### config.mk
export PLATFORM = sky130hd
export DESIGN_NAME = score_display_scan
export DESIGN_NICKNAME = d
export VERILOG_FILES = /design/src/rtl/score_disp_pkg.sv /design/src/rtl/bcd_to_seg7.sv /design/src/rtl/score_display_scan.sv
export SDC_FILE = /design/constraint.sdc
export NUM_CORES = 1
export LEC_CHECK = 0
export BUFFER_PORTS_ARGS = -buffer_cell sky130_fd_sc_hd__buf_4
export CAP_MARGIN = 10
export CELL_PAD_IN_SITES_DETAIL_PLACEMENT = 1
export CELL_PAD_IN_SITES_GLOBAL_PLACEMENT = 2
export CORE_MARGIN = 8
export CORE_UTILIZATION = 33
export DETAILED_ROUTE_END_ITERATION = 12
export GPL_ROUTABILITY_DRIVEN = 0
export PLACE_DENSITY_LB_ADDON = 0.08
export SYNTH_ARGS = -nofsm -noshare
export SYNTH_HDL_FRONTEND = slang
export SYNTH_SLANG_ARGS = --single-unit
### constraint.sdc
create_clock -name clk -period 2.65 [get_ports clk]
set_input_delay 0.3975 -clock clk [delete_from_list [all_inputs] [get_ports clk]]
set_output_delay 0.3975 -clock clk [all_outputs]
set_load 0.1 [all_outputs]
### src/rtl/score_disp_pkg.sv
// Shared types and constants for the packed-BCD score display scanner.
package score_disp_pkg;

  typedef logic [6:0] seg_t;

  // Active-high segment codes, bit order {g,f,e,d,c,b,a}
  localparam seg_t SEG_0    = 7'h3F;
  localparam seg_t SEG_1    = 7'h06;
  localparam seg_t SEG_2    = 7'h5B;
  localparam seg_t SEG_3    = 7'h4F;
  localparam seg_t SEG_4    = 7'h66;
  localparam seg_t SEG_5    = 7'h6D;
  localparam seg_t SEG_6    = 7'h7D;
  localparam seg_t SEG_7    = 7'h07;
  localparam seg_t SEG_8    = 7'h7F;
  localparam seg_t SEG_9    = 7'h6F;
  localparam seg_t SEG_DASH = 7'h40;
  localparam seg_t SEG_OFF  = 7'h00;

  function automatic int unsigned digit_idx_w(input int unsigned n);
    return (n > 1) ? int'($clog2(n)) : 1;
  endfunction

endpackage

### src/rtl/bcd_to_seg7.sv
// Combinational BCD nibble to active-high 7-segment decoder; A-F decode to a dash and raise err.
module bcd_to_seg7
  import score_disp_pkg::*;
(
  input  logic [3:0] i_nibble,
  input  logic       i_blank,
  output seg_t       o_seg_c,
  output logic       o_err_c
);

  always_comb begin
    o_seg_c = SEG_OFF;
    o_err_c = 1'b0;
    if (!i_blank) begin
      case (i_nibble)
        4'd0:    o_seg_c = SEG_0;
        4'd1:    o_seg_c = SEG_1;
        4'd2:    o_seg_c = SEG_2;
        4'd3:    o_seg_c = SEG_3;
        4'd4:    o_seg_c = SEG_4;
        4'd5:    o_seg_c = SEG_5;
        4'd6:    o_seg_c = SEG_6;
        4'd7:    o_seg_c = SEG_7;
        4'd8:    o_seg_c = SEG_8;
        4'd9:    o_seg_c = SEG_9;
        default: begin
          o_seg_c = SEG_DASH;
          o_err_c = 1'b1;
        end
      endcase
    end
  end

endmodule

### src/rtl/score_display_scan.sv
// Time-multiplexed 7-segment scanner for the packed-BCD score bus.
// The score is snapshotted only at frame wrap so a frame never shows a torn value.
module score_display_scan
  import score_disp_pkg::*;
#(
  parameter int unsigned NUM_DIGITS     = 8,
  parameter int unsigned PRESCALE       = 50000,
  parameter bit          SEG_ACTIVE_LOW = 1'b1,
  parameter bit          AN_ACTIVE_LOW  = 1'b1
) (
  input  logic                    clk,
  input  logic                    clr,
  input  logic [4*NUM_DIGITS-1:0] score_bcd,
  input  logic                    en,
  output logic [NUM_DIGITS-1:0]   an,
  output logic [6:0]              seg,
  output logic                    frame_done,
  output logic                    digit_err
);

  localparam int unsigned IDX_W = digit_idx_w(NUM_DIGITS);
  localparam int unsigned PRE_W = (PRESCALE > 1) ? $clog2(PRESCALE) : 1;

  localparam logic [NUM_DIGITS-1:0] AN_MASK  = {NUM_DIGITS{AN_ACTIVE_LOW}};
  localparam logic [6:0]            SEG_MASK = {7{SEG_ACTIVE_LOW}};

  logic [PRE_W-1:0]        r_prescale;
  logic [IDX_W-1:0]        r_index;
  logic [4*NUM_DIGITS-1:0] r_shadow;
  logic [NUM_DIGITS-1:0]   r_an;
  logic [6:0]              r_seg;
  logic                    r_frame_done;
  logic                    r_digit_err;

  logic                    w_tick;
  logic                    w_wrap;
  logic [3:0]              w_nibble;
  logic                    w_blank;
  seg_t                    w_code;
  logic                    w_err;
  logic [NUM_DIGITS-1:0]   w_an_sel;

  assign w_tick   = en && (r_prescale == PRE_W'(PRESCALE - 1));
  assign w_wrap   = w_tick && (r_index == IDX_W'(NUM_DIGITS - 1));
  assign w_an_sel = NUM_DIGITS'(1) << r_index;

  // Current digit nibble, and leading-zero blank: this digit and all above it are zero
  always_comb begin
    w_nibble = 4'd0;
    w_blank  = (r_index != '0);
    for (int j = 0; j < int'(NUM_DIGITS); j++) begin
      if (r_index == IDX_W'(j)) w_nibble = r_shadow[4*j +: 4];
      if ((IDX_W'(j) >= r_index) && (r_shadow[4*j +: 4] != 4'd0)) w_blank = 1'b0;
    end
  end

  bcd_to_seg7 u_dec (
    .i_nibble (w_nibble),
    .i_blank  (w_blank),
    .o_seg_c  (w_code),
    .o_err_c  (w_err)
  );

  // Scan timebase and frame snapshot
  always_ff @(posedge clk) begin
    if (clr) begin
      r_prescale <= '0;
      r_index    <= '0;
      r_shadow   <= '0;
    end else if (en) begin
      r_prescale <= w_tick ? '0 : r_prescale + PRE_W'(1);
      if (w_tick) r_index <= w_wrap ? '0 : r_index + IDX_W'(1);
      if (w_wrap) r_shadow <= score_bcd;
    end
  end

  // Output registers; polarity applied here only
  always_ff @(posedge clk) begin
    if (clr) begin
      r_an         <= AN_MASK;
      r_seg        <= SEG_MASK;
      r_frame_done <= 1'b0;
      r_digit_err  <= 1'b0;
    end else begin
      r_frame_done <= w_wrap;
      if (en && !w_blank) begin
        r_an  <= w_an_sel ^ AN_MASK;
        r_seg <= w_code ^ SEG_MASK;
      end else begin
        r_an  <= AN_MASK;
        r_seg <= SEG_MASK;
      end
      if (en && w_err) r_digit_err <= 1'b1;
    end
  end

  assign an         = r_an;
  assign seg        = r_seg;
  assign frame_done = r_frame_done;
  assign digit_err  = r_digit_err;

endmodule

==> metrics.cfg <==
[status]
status = finished, final reports clean

[detailed_routing]
firstDrtPassIters = 4
wirelength_um = 8750
ant_nets = 0
drc = 0
vias = 2819
routedWlPerCell_um = 15.3
drt_iter0_drc = 86
viasPerCell = 4.95

[cts]
worstSkewPairLatency_ns = 0.34
clock-sinks = 68
post_cts_resized = 0
clk_pin_slew_worst_paths_ns = 0.08
cts_root_buffer = clkbuf_8
cts_max_level = 3
clockBufferDepth = 2
post_cts_buffers = 0
cts_tree = done
postCtsHoldBufs = 0
numCtsBuffers = 9

[global_routing]
grt_antenna_before_repair = 0
grt_first_pass_wirelength_um = 14800
grt_overflow = 0
grt_pass1_vias = 2936
grt_usage_pct = 14.1
grt_start_max_net_pins = 43

[die]
rows = 35
core-area_um2 = 9240
die_height_um = 114
dieArea_um2 = 12900
start_util_pct = 34.0
dieWidth_um = 114
ios = 52

[setup_path]
worstReg2RegEnd = seg[6]
cp.arrival_ns = 2.54
start_kind = flip-flop
reg2regPathDepth = 9
crit_end = seg[6]
crit_required_ns = 2.85
crit_start = r_index[0]
criticalPathCategory = reg2reg
crit_fanout = 10
rr_startpoint = r_index[0]
worstSetupEndpointType = flip-flop
rrSetupSlack_ns = 0.32

[timing]
relSlewSlack_pct = 63.1
finalHoldViolCount = 0
fmax_ghz = 0.429
min_period_ns = 2.33
skew_ns = 0.0101
worst_pin_slew_ns = 0.548
timing.final.ws_setup_ns = 0.317
fin_tns_setup_ns = 0
setup_viol = 0
fin_crit_sh_pct = 88.0
slew_viol_final = 0
rsz0062_at_grt = no

[synth]
ys_ff_latch = 68
syn_area_per_cell_um2 = 8.08
synth-edff-count = 0
synth_cells = 389
async_reset_ff_share_pct = 0
yosysWarnings = 0
yosysUniqueCellTypes = 57
syn_nets = 431
syn_area_um2 = 3140
yosysSeqAreaShare_pct = 43.3
ys.flop_type = dfxtp_1

[power]
finalPower_w = 0.00218
vdd_drop_max_mv = 0.265
p_leak_nw = 1.40
power.density_nw_per_um2 = 564

[final_layout]
utilization_pct = 41.8
nets = 478
diodes = 0
syn_to_final_growth_pct = 22.9
final.fill_count = 1149
drive_above_1_share_pct = 19.3

[placement]
portBuffers = 51
dp_hpwl_um = 6590
dpl_worst_slack_ns = 0.314

[worst_hold_path]
hold_path_class = in2reg

[job]
maxCapViolations = 0

-- critical path, cell delays in order (launching register included) --
cell	delay, ns
dfxtp_1	0.33
inv_1	0.11
ha_1	0.36
buf_4	0.23
a21oi_1	0.07
o21a_1	0.20
o31ai_1	0.49
nor2_1	0.19
a21oi_1	0.15
o21ai_0	0.08
-- metrics by stage --
step,std cells,instance area (um^2),hold slack [ns]
final,570,3860,0.305
after detailed placement,554,3620,0.464
after floorplan,389,3140,0.434
after global routing,570,3860,0.298
after CTS,570,3860,0.284
after global placement,554,3620,0.447
-- state kept, by name, indices dropped and copies added, names as in the netlist --
| register | cells |
|---|---|
| r_index | 3 |
| an | 8 |
| digit_err | 1 |
| seg | 7 |
| frame_done | 1 |
| r_prescale | 16 |
| r_shadow | 32 |
-- cells in the final DEF (no fill, tap or decap), types with 3 or more instances in the layout --
| master | netlist | routed |
|---|---|---|
| ha_1 | 7 | 7 |
| xor2_1 | 8 | 8 |
| nor2b_1 | 5 | 5 |
| nand3_1 | 11 | 11 |
| nor3_1 | 5 | 5 |
| bufinv_16 | 0 | 3 |
| buf_4 | 3 | 60 |
| nand2_1 | 94 | 94 |
| a311oi_1 | 3 | 3 |
| dfxtp_1 | 68 | 68 |
| and2_1 | 4 | 4 |
| a22oi_1 | 3 | 3 |
| a21oi_1 | 46 | 46 |
| inv_1 | 9 | 9 |
| clkbuf_8 | 0 | 9 |
| nand2b_1 | 4 | 4 |
| and3_1 | 3 | 3 |
| nor2_1 | 25 | 25 |
| nand4_1 | 5 | 5 |
| xnor2_1 | 4 | 4 |
| o21ai_0 | 13 | 13 |
| nor4_1 | 5 | 5 |
| or4_1 | 3 | 3 |
| or3_1 | 3 | 3 |
-- synth_stat cells, drive strengths merged (2+ instances only) --
cell type,instances,area share (%)
a2111oi,3,1.2
a211oi,2,0.88
a21oi,47,7.8
a22oi,3,0.72
a311oi,3,0.84
a32oi,2,0.56
and2,4,0.80
and3,3,0.60
buf,10,2.4
clkbuf,14,1.7
dfxtp,68,43
ha,7,2.8
inv,9,1.1
nand2,94,11
nand2b,4,0.80
nand3,11,1.8
nand4,5,1.0
nor2,25,3.0
nor2b,6,1.3
nor3,6,1.3
nor4,5,1.0
o211ai,2,0.48
o21a,2,0.48
o21ai,14,2.2
o22ai,2,0.40
o31a,2,0.56
or3,4,0.96
or4,4,1.1
xnor2,4,1.1
xor2,8,2.2
-- power breakdown --
group / internal (W) / leakage, nW / switching [W]
clock: 0.000627 / 0.117 / 0.000400
combinational: 0.0000456 / 0.729 / 0.0000730
sequential: 0.00103 / 0.550 / 0.00000344
total: 0.00170 / 1.40 / 0.000476
-- cell type report --
class / instances / area [um^2] / area share (%)
multi-input cells: 288 / 1620 / 41.9
flip-flops and latches: 68 / 1360 / 35.2
repair buffers: 60 / 450 / 11.7
well taps: 129 / 161 / 4.18
clock buffers: 10 / 128 / 3.30
clock inverters: 6 / 111 / 2.88
inverters: 9 / 33.8 / 0.875
-- logic make-up after synthesis --
group | Yosys count | synth area share (%)
fa+ha+maj | 7 | 2.79
flops | 68 | 43.3
compound gates | 94 | 19.5
buf+inv | 33 | 5.22
xor+xnor | 12 | 3.35
simple gates | 175 | 25.8
-- metal layers --
metal	vias up	GRT usage, %	wire (um)
li1	1441	-	-
met1	1313	18.8	4350
met2	59	21.3	3850
met3	6	3.86	475
met4	0	4.80	77
met5	-	0	0
-- worst min path at each step --
stage                        startpoint            to  slack, ns  cells past startpoint
final                      score_bcd[7]   r_shadow[7]       0.31                      3
after floorplan            r_shadow[31]  r_shadow[31]       0.43                      2
after global placement     r_shadow[31]  r_shadow[31]       0.45                      2
after CTS                  score_bcd[7]   r_shadow[7]       0.28                      3
after global routing      score_bcd[24]  r_shadow[24]       0.30                      3
after detailed placement   r_shadow[31]  r_shadow[31]       0.46                      2
(Power assumes the default switching activity.)
